<file path="config.mk">
export PLATFORM = sky130hd
export DESIGN_NAME = spi_master_flat
export DESIGN_NICKNAME = d
export VERILOG_FILES = /design/src/rtl/spi_pkg.sv /design/src/rtl/spi_master_if.sv /design/src/rtl/spi_shift_reg.sv /design/src/rtl/spi_master.sv /design/src/flat_wrapper.sv
export SDC_FILE = /design/constraint.sdc
export NUM_CORES = 1
export LEC_CHECK = 0
export ABC_AREA = 0
export BUFFER_PORTS_ARGS = -buffer_cell sky130_fd_sc_hd__clkbuf_2
export CELL_PAD_IN_SITES_DETAIL_PLACEMENT = 2
export CELL_PAD_IN_SITES_GLOBAL_PLACEMENT = 2
export CORE_ASPECT_RATIO = 0.8
export CORE_MARGIN = 2
export CORE_UTILIZATION = 33
export CTS_CLUSTER_SIZE = 40
export DETAILED_ROUTE_END_ITERATION = 10
export PLACE_DENSITY = 0.81
export SETUP_SLACK_MARGIN = 0.05
export SYNTH_ARGS = -nofsm -noshare
export SYNTH_HDL_FRONTEND = slang
export SYNTH_SLANG_ARGS = --single-unit
</file>
<file path="constraint.sdc">
create_clock -name clk -period 1.7 [get_ports clk]
set_input_delay 0.255 -clock clk [delete_from_list [all_inputs] [get_ports clk]]
set_output_delay 0.255 -clock clk [all_outputs]
set_load 0.05 [all_outputs]
</file>
<file path="src/rtl/spi_pkg.sv">
// Shared definitions for the SPI master: frame width, FSM state encoding,
// opcode encoding and the last data-phase bit index.
package spi_pkg;

  localparam int FRAME_W = 10;

  // Index of the final DATA cycle (bit counter value that ends the phase).
  localparam logic [3:0] DATA_LAST = 4'(FRAME_W - 1);

  typedef enum logic [2:0] {
    ST_IDLE,
    ST_SEL,
    ST_CMD,
    ST_DATA,
    ST_END
  } state_e;

  // Frame bits [9:8].
  typedef enum logic [1:0] {
    OP_WR_ADDR = 2'b00,
    OP_WR_DATA = 2'b01,
    OP_RD_ADDR = 2'b10,
    OP_RD_DATA = 2'b11
  } opcode_e;

endpackage

</file>
<file path="src/rtl/spi_master_if.sv">
// Command handshake, read-back and serial pins of the SPI master.
// The master modport is the RTL view; the slave modport is the
// requester/peripheral view.
interface spi_master_if;
  import spi_pkg::*;

  logic               cmd_valid;
  logic               cmd_ready;
  logic [FRAME_W-1:0] cmd_frame;
  logic               SS_n;
  logic               MOSI;
  logic               MISO;
  logic [7:0]         rd_data;
  logic               rd_valid;
  logic               done;
  logic               busy;

  modport master (
    input  cmd_valid, cmd_frame, MISO,
    output cmd_ready, SS_n, MOSI, rd_data, rd_valid, done, busy
  );

  modport slave (
    output cmd_valid, cmd_frame, MISO,
    input  cmd_ready, SS_n, MOSI, rd_data, rd_valid, done, busy
  );

endinterface

</file>
<file path="src/rtl/spi_shift_reg.sv">
// Parallel-load, MSB-first shift register. Load has priority over shift;
// the serial input enters at bit 0, so the MSB is the next bit out.
module spi_shift_reg
  import spi_pkg::*;
#(
  parameter int W = FRAME_W
) (
  input  logic         clk,
  input  logic         rst,
  input  logic         load_i,
  input  logic [W-1:0] load_data_i,
  input  logic         shift_i,
  input  logic         ser_i,
  output logic [W-1:0] data_o
);

  logic [W-1:0] data_q, data_d;

  // Next value: load, shift left by one, or hold.
  always_comb begin
    // NOTE: default first so every path assigns data_d and no latch is inferred.
    data_d = data_q;
    if (load_i) begin
      data_d = load_data_i;
    end else if (shift_i) begin
      data_d = {data_q[W-2:0], ser_i};
    end
  end

  // Shift register state with synchronous clear.
  always_ff @(posedge clk) begin
    // NOTE: non-blocking assignments keep every flop sampling pre-edge values.
    if (rst) begin
      data_q <= '0;
    end else begin
      data_q <= data_d;
    end
  end

  assign data_o = data_q;

endmodule

</file>
<file path="src/rtl/spi_master.sv">
// SPI master: accepts 10-bit frames on a valid/ready handshake and sends
// them as SEL, CMD, 10 DATA cycles, END. Read-data frames capture one byte
// from MISO starting at data cycle MISO_OFS. All outputs are registered and
// computed from the next state, so they change on the edge entering a state.
// Optional build macro SPI_MASTER_GAP_EN stretches END to GAP cycles.
module spi_master
  import spi_pkg::*;
#(
  parameter int MISO_OFS = 1,
  parameter int GAP      = 4
) (
  input  logic         clk,
  input  logic         rst,
  spi_master_if.master bus
);

  localparam logic [3:0] SAMPLE_FIRST = 4'(MISO_OFS);

  state_e             state_q, state_d;
  opcode_e            op_q, op_d;
  logic [3:0]         cnt_q, cnt_d;
  logic               ss_n_q, ss_n_d;
  logic               mosi_q, mosi_d;
  logic               ready_q, ready_d;
  logic               busy_q, busy_d;
  logic               done_q, done_d;
  logic               rd_valid_q, rd_valid_d;
  logic [7:0]         rd_data_q, rd_data_d;

  logic               handshake;
  logic               data_last;
  logic               end_last;
  logic               sample_en;
  logic [FRAME_W-1:0] tx_data;
  logic [FRAME_W-1:0] rx_data;
  logic               unused_bits;

  assign handshake = (state_q == ST_IDLE) && ready_q && bus.cmd_valid;
  assign data_last = (state_q == ST_DATA) && (cnt_q == DATA_LAST);
  // Wrapping subtraction keeps counts below the offset out of the window.
  assign sample_en = (state_q == ST_DATA) && (op_q == OP_RD_DATA) &&
                     ((cnt_q - SAMPLE_FIRST) < 4'd8);

  // Outgoing frame: loaded on handshake, advanced once per DATA cycle.
  spi_shift_reg #(.W(FRAME_W)) u_tx (
    .clk         (clk),
    .rst         (rst),
    .load_i      (handshake),
    .load_data_i (bus.cmd_frame),
    .shift_i     (state_q == ST_DATA),
    .ser_i       (1'b0),
    .data_o      (tx_data)
  );

  // Incoming byte: cleared on handshake, shifted only inside the MISO window.
  spi_shift_reg #(.W(FRAME_W)) u_rx (
    .clk         (clk),
    .rst         (rst),
    .load_i      (handshake),
    .load_data_i ('0),
    .shift_i     (sample_en),
    .ser_i       (bus.MISO),
    .data_o      (rx_data)
  );

  // Only the top two transmit bits and the low receive byte are consumed.
  assign unused_bits = ^{tx_data[FRAME_W-3:0], rx_data[FRAME_W-1:8]};

`ifdef SPI_MASTER_GAP_EN
  localparam int GAP_W = (GAP > 1) ? $clog2(GAP) : 1;

  logic [GAP_W-1:0] gap_q, gap_d;

  assign end_last = (gap_q == GAP_W'(GAP - 1));

  // END dwell counter: runs in END, cleared everywhere else.
  always_comb begin
    gap_d = '0;
    if (state_q == ST_END) begin
      gap_d = gap_q + 1'b1;
    end
  end

  // END dwell counter register.
  always_ff @(posedge clk) begin
    if (rst) begin
      gap_q <= '0;
    end else begin
      gap_q <= gap_d;
    end
  end
`else
  assign end_last = 1'b1;
`endif

  // Next-state logic of the frame sequencer.
  always_comb begin
    state_d = state_q;
    unique case (state_q)
      ST_IDLE: if (handshake) state_d = ST_SEL;
      ST_SEL:  state_d = ST_CMD;
      ST_CMD:  state_d = ST_DATA;
      ST_DATA: if (data_last) state_d = ST_END;
      ST_END:  if (end_last) state_d = ST_IDLE;
      default: state_d = ST_IDLE;
    endcase
  end

  // Registered outputs and datapath, derived from the state being entered.
  always_comb begin
    op_d       = handshake ? opcode_e'(bus.cmd_frame[FRAME_W-1:FRAME_W-2]) : op_q;

    cnt_d      = cnt_q;
    if (state_q == ST_CMD) begin
      cnt_d = '0;
    end else if ((state_q == ST_DATA) && !data_last) begin
      cnt_d = cnt_q + 4'd1;
    end

    ss_n_d     = !(state_d inside {ST_SEL, ST_CMD, ST_DATA});

    // CMD and DATA k=0 both carry frame[9]; later DATA cycles take the bit
    // behind the MSB, since the shifter advances on the same edge.
    mosi_d     = 1'b0;
    if (state_d == ST_CMD) begin
      mosi_d = tx_data[FRAME_W-1];
    end else if (state_d == ST_DATA) begin
      mosi_d = (state_q == ST_CMD) ? tx_data[FRAME_W-1] : tx_data[FRAME_W-2];
    end

    ready_d    = (state_d == ST_IDLE);
    busy_d     = (state_d != ST_IDLE);
    done_d     = data_last;
    rd_valid_d = data_last && (op_q == OP_RD_DATA);

    // The last window sample may land on this very edge, so fold it in.
    rd_data_d  = rd_data_q;
    if (rd_valid_d) begin
      rd_data_d = sample_en ? {rx_data[6:0], bus.MISO} : rx_data[7:0];
    end
  end

  // State and output registers with synchronous reset.
  always_ff @(posedge clk) begin
    if (rst) begin
      state_q    <= ST_IDLE;
      op_q       <= OP_WR_ADDR;
      cnt_q      <= '0;
      ss_n_q     <= 1'b1;
      mosi_q     <= 1'b0;
      ready_q    <= 1'b0;
      busy_q     <= 1'b0;
      done_q     <= 1'b0;
      rd_valid_q <= 1'b0;
      rd_data_q  <= '0;
    end else begin
      state_q    <= state_d;
      op_q       <= op_d;
      cnt_q      <= cnt_d;
      ss_n_q     <= ss_n_d;
      mosi_q     <= mosi_d;
      ready_q    <= ready_d;
      busy_q     <= busy_d;
      done_q     <= done_d;
      rd_valid_q <= rd_valid_d;
      rd_data_q  <= rd_data_d;
    end
  end

  assign bus.cmd_ready = ready_q;
  assign bus.SS_n      = ss_n_q;
  assign bus.MOSI      = mosi_q;
  assign bus.busy      = busy_q;
  assign bus.done      = done_q;
  assign bus.rd_valid  = rd_valid_q;
  assign bus.rd_data   = rd_data_q;

endmodule

</file>
<file path="src/flat_wrapper.sv">
// flat-port wrapper written by rule: the top's interface ports become plain ports
module spi_master_flat import spi_pkg::*;
#(
  parameter int MISO_OFS = 1,
  parameter int GAP      = 4
)
  (clk, rst, bus_cmd_valid, bus_cmd_frame, bus_MISO, bus_cmd_ready, bus_SS_n, bus_MOSI, bus_rd_data, bus_rd_valid, bus_done, bus_busy);
  spi_master_if bus_i ();
  input  logic clk;
  input  logic rst;
  input wire logic [$bits(bus_i.cmd_valid)-1:0] bus_cmd_valid;
  input wire logic [$bits(bus_i.cmd_frame)-1:0] bus_cmd_frame;
  input wire logic [$bits(bus_i.MISO)-1:0] bus_MISO;
  output wire logic [$bits(bus_i.cmd_ready)-1:0] bus_cmd_ready;
  output wire logic [$bits(bus_i.SS_n)-1:0] bus_SS_n;
  output wire logic [$bits(bus_i.MOSI)-1:0] bus_MOSI;
  output wire logic [$bits(bus_i.rd_data)-1:0] bus_rd_data;
  output wire logic [$bits(bus_i.rd_valid)-1:0] bus_rd_valid;
  output wire logic [$bits(bus_i.done)-1:0] bus_done;
  output wire logic [$bits(bus_i.busy)-1:0] bus_busy;
  assign bus_i.cmd_valid = bus_cmd_valid;
  assign bus_i.cmd_frame = bus_cmd_frame;
  assign bus_i.MISO = bus_MISO;
  assign bus_cmd_ready = bus_i.cmd_ready;
  assign bus_SS_n = bus_i.SS_n;
  assign bus_MOSI = bus_i.MOSI;
  assign bus_rd_data = bus_i.rd_data;
  assign bus_rd_valid = bus_i.rd_valid;
  assign bus_done = bus_i.done;
  assign bus_busy = bus_i.busy;
  spi_master #(.MISO_OFS(MISO_OFS), .GAP(GAP)) u_core (.clk(clk), .rst(rst), .bus(bus_i));
endmodule
</file>
==> results.md <==
- Share of post-route cells with drive strength above 1: 25.9%
- ANT cells: 0
- Root Buffer: clkbuf_8
- Die H: 70.9 um
- Max-Cap Viols: 0
- Reg2Reg Setup Slack: 0.09 ns
- Via count: 1684
- Hold WC Path Type: input pin to register
- Synth top area cells: dfxtp_1 (44%), mux2i_1 (7.6%), nor2_1 (7.5%)
- Worst Setup Slack, final: 0.0889 ns
- WP data arrival: 1.79 ns
- GRT overflow: 0
- Dpl cells: 315
- Initial DRC count: 32
- Area of the multi-input gates: 976 um^2
- Total Wirelength: 5.59 mm
- R2R Path Start: u_core.state_q[0]
- Die W: 87.6 um
- CTS tree: done
- Post-synth top area share: 44.5%
- Later-pin clock latency in the skew report: 0.30 ns
- Setup TNS: 0 ns
- Starting density of the core: 34.0%
- Power per cell area: 891 nW/um^2
- # IOs: 28
- CTS H-tree depth: 2
- Reg area: 831 um^2
- Placement Rows: 24
- Worst path required time: 1.88 ns
- Post-route ant nets: 0
- Largest net degree at the start of global routing: 23
- Setup Slack @ Placement: 0.0781 ns
- Detailed placement HPWL: 3.68 mm
- Fillers: 608
- Share of flip-flops with an asynchronous set or reset: 0%
- Main synth FF type: dfxtp_1
- Unrepaired setup endpoints after global routing: true
- Vias in the first global route: 1792
- Area of the mapped netlist: 1850 um^2
- Avg Inst Size Synth: 8.71 um^2
- Register area share after synthesis: 44.5%
- Synth area leader: dfxtp_1
- Fin util: 41.9%
- Minimum clock period: 1.61 ns
- Critical path startpoint: u_core.state_q[0]
- Worst setup EP type: register
- Synth Instances: 212
- Final net count: 263
- # DRC: 0
- CP Class: register to register
- Area grow syn2layout: 23.3%
- Final period utilization: 94.8%
- Final setup violation count: 0
- FF+latch count, synth: 41
- Commonest cells post-synth: dfxtp_1 (41), nor2_1 (37), nand2_1 (29), mux2i_1 (14), a311oi_1 (11)
- Max Clock Freq: 621 MHz
- Hold slack: 0.181 ns
- Startpoint types: register
- Synthesized Nets: 228
- Clock skew: 0.00290 ns
- Status: finished clean
- Final Non-Filler Cells: 325
- Worst vdd ir: 0.000351 V
- Pre-antenna DRT Iters: 4
- Worst slew pin tran: 0.399 ns
- Clock transition time at the flip-flop clock pins of the worst setup and hold paths: 0.08 ns
- Drt via density: 5.18
- EDFF count, synth: 0
- Num CTS Buffers: 5
- Max clock buf depth: 2
- Leak: 0.000875 uW
- CTS Sinks: 41
- Core area: 5440 um^2
- CP Max Fanout: 22
- Port bufs: 27
- Final GP Congestion: 0.755
- Initial antenna violation count: 0
- Final hold violation count: 0
- Slew HR: 73.1%
- Most common cell in the netlist: dfxtp_1
- Aggregate global-route resource usage: 18.9%
- Synth Warn #: 0
- Hold path start: bus_cmd_frame[0]
- First-pass GRT wire length: 9.02 mm
- Cell variety after synth: 38
- Wirelength per Cell: 17.2 um
- Slew Limit Fails: 0
- Die ar.: 6210 um^2
[layout make-up]
type | count | area share [%]
multi-input combinational | 156 | 42.9
sequential | 41 | 36.5
timing repair buffer | 42 | 11.6
tap | 78 | 4.29
clock buffer | 5 | 3.02
clock inverter | 2 | 1.54
inverter | 1 | 0.165
[worst paths after layout]
kind | end | cells after the start
min | u_core.u_tx.data_o[0] | 3
max | u_core.u_tx.data_o[6] | 4
min reg2reg | u_core.op_q[0] | 2
max reg2reg | u_core.u_tx.data_o[6] | 4
[worst max-delay path: stages, from the launching register on]
cell,delay (ns)
dfxtp_2,0.38
or4_1,0.59
buf_4,0.25
nor2_1,0.20
a311oi_2,0.07
[metal layers]
layer / share of wire [%] / routed length [um] / vias up / global-route usage, %
li1: - / - / 821 / -
met5: 0 / 0 / - / 0
met2: 50 / 2800 / 24 / 31.8
met1: 46 / 2580 / 832 / 24.0
met4: 1.3 / 71 / 0 / 6.15
met3: 2.5 / 137 / 7 / 3.85
[placed cells by master (no fill, tap or decap), types with 3 or more instances in the layout]
cell type	Yosys	layout
a211oi_1	7	7
a21o_1	4	4
a21oi_1	6	6
a311oi_1	11	9
and3b_1	4	4
buf_4	0	13
clkbuf_2	0	27
clkbuf_8	0	5
dfxtp_1	41	35
dfxtp_2	0	5
mux2i_1	14	14
nand2_1	29	29
nand2b_1	5	4
nand3_1	4	4
nor2_1	37	37
nor3_1	5	5
nor4_1	3	3
o21ai_0	3	3
[power breakdown]
part           internal, uW  switching, uW  leakage (uW)
clock network           427            348     0.0000540
registers              1000           33.2      0.000335
logic                  73.3            144      0.000486
total                  1500            526      0.000875
[what timing repair did]
action                                  in CTS  in global routing
hold buffers                                 0                  0
pin swaps                                    0                  2
endpoints found under the setup margin       5                 19
buffers inserted                             0                  3
resized for setup                            3                  7
[registers in the layout (all words and copies together) (netlist names)]
signal	cells
u_core.bus.done	1
u_core.cnt_q	4
u_core.bus.rd_valid	1
u_core.bus.SS_n	1
u_core.bus.MOSI	1
u_core.bus.busy	1
u_core.u_rx.data_o	8
u_core.u_tx.data_o	10
u_core.state_q	3
u_core.bus.rd_data	8
u_core.bus.cmd_ready	1
u_core.op_q	2
[stage by stage]
stage / power [uW] / cell area [um^2]
6_report: 2030 / 2280
5_1_grt: 2130 / 2280
4_1_cts: 2050 / 2230
3_5_place_dp: 1270 / 2120
3_3_place_gp: 1260 / 2120
2_1_floorplan: 1200 / 1850
[logic make-up (layout without fill, tap and decap cells)]
logic type	after synthesis	in the layout	share of synthesized area, %
and+or+nand+nor	99	99	26.5
DFF	41	41	44.5
AOI/OAI and AO/OA	38	38	15.1
muxes	15	15	8.20
buffers and inverters	15	50	3.46
adders and majority gates	2	2	1.36
xor gates and xnor gates	2	2	0.949
(Power assumes the default switching activity.)
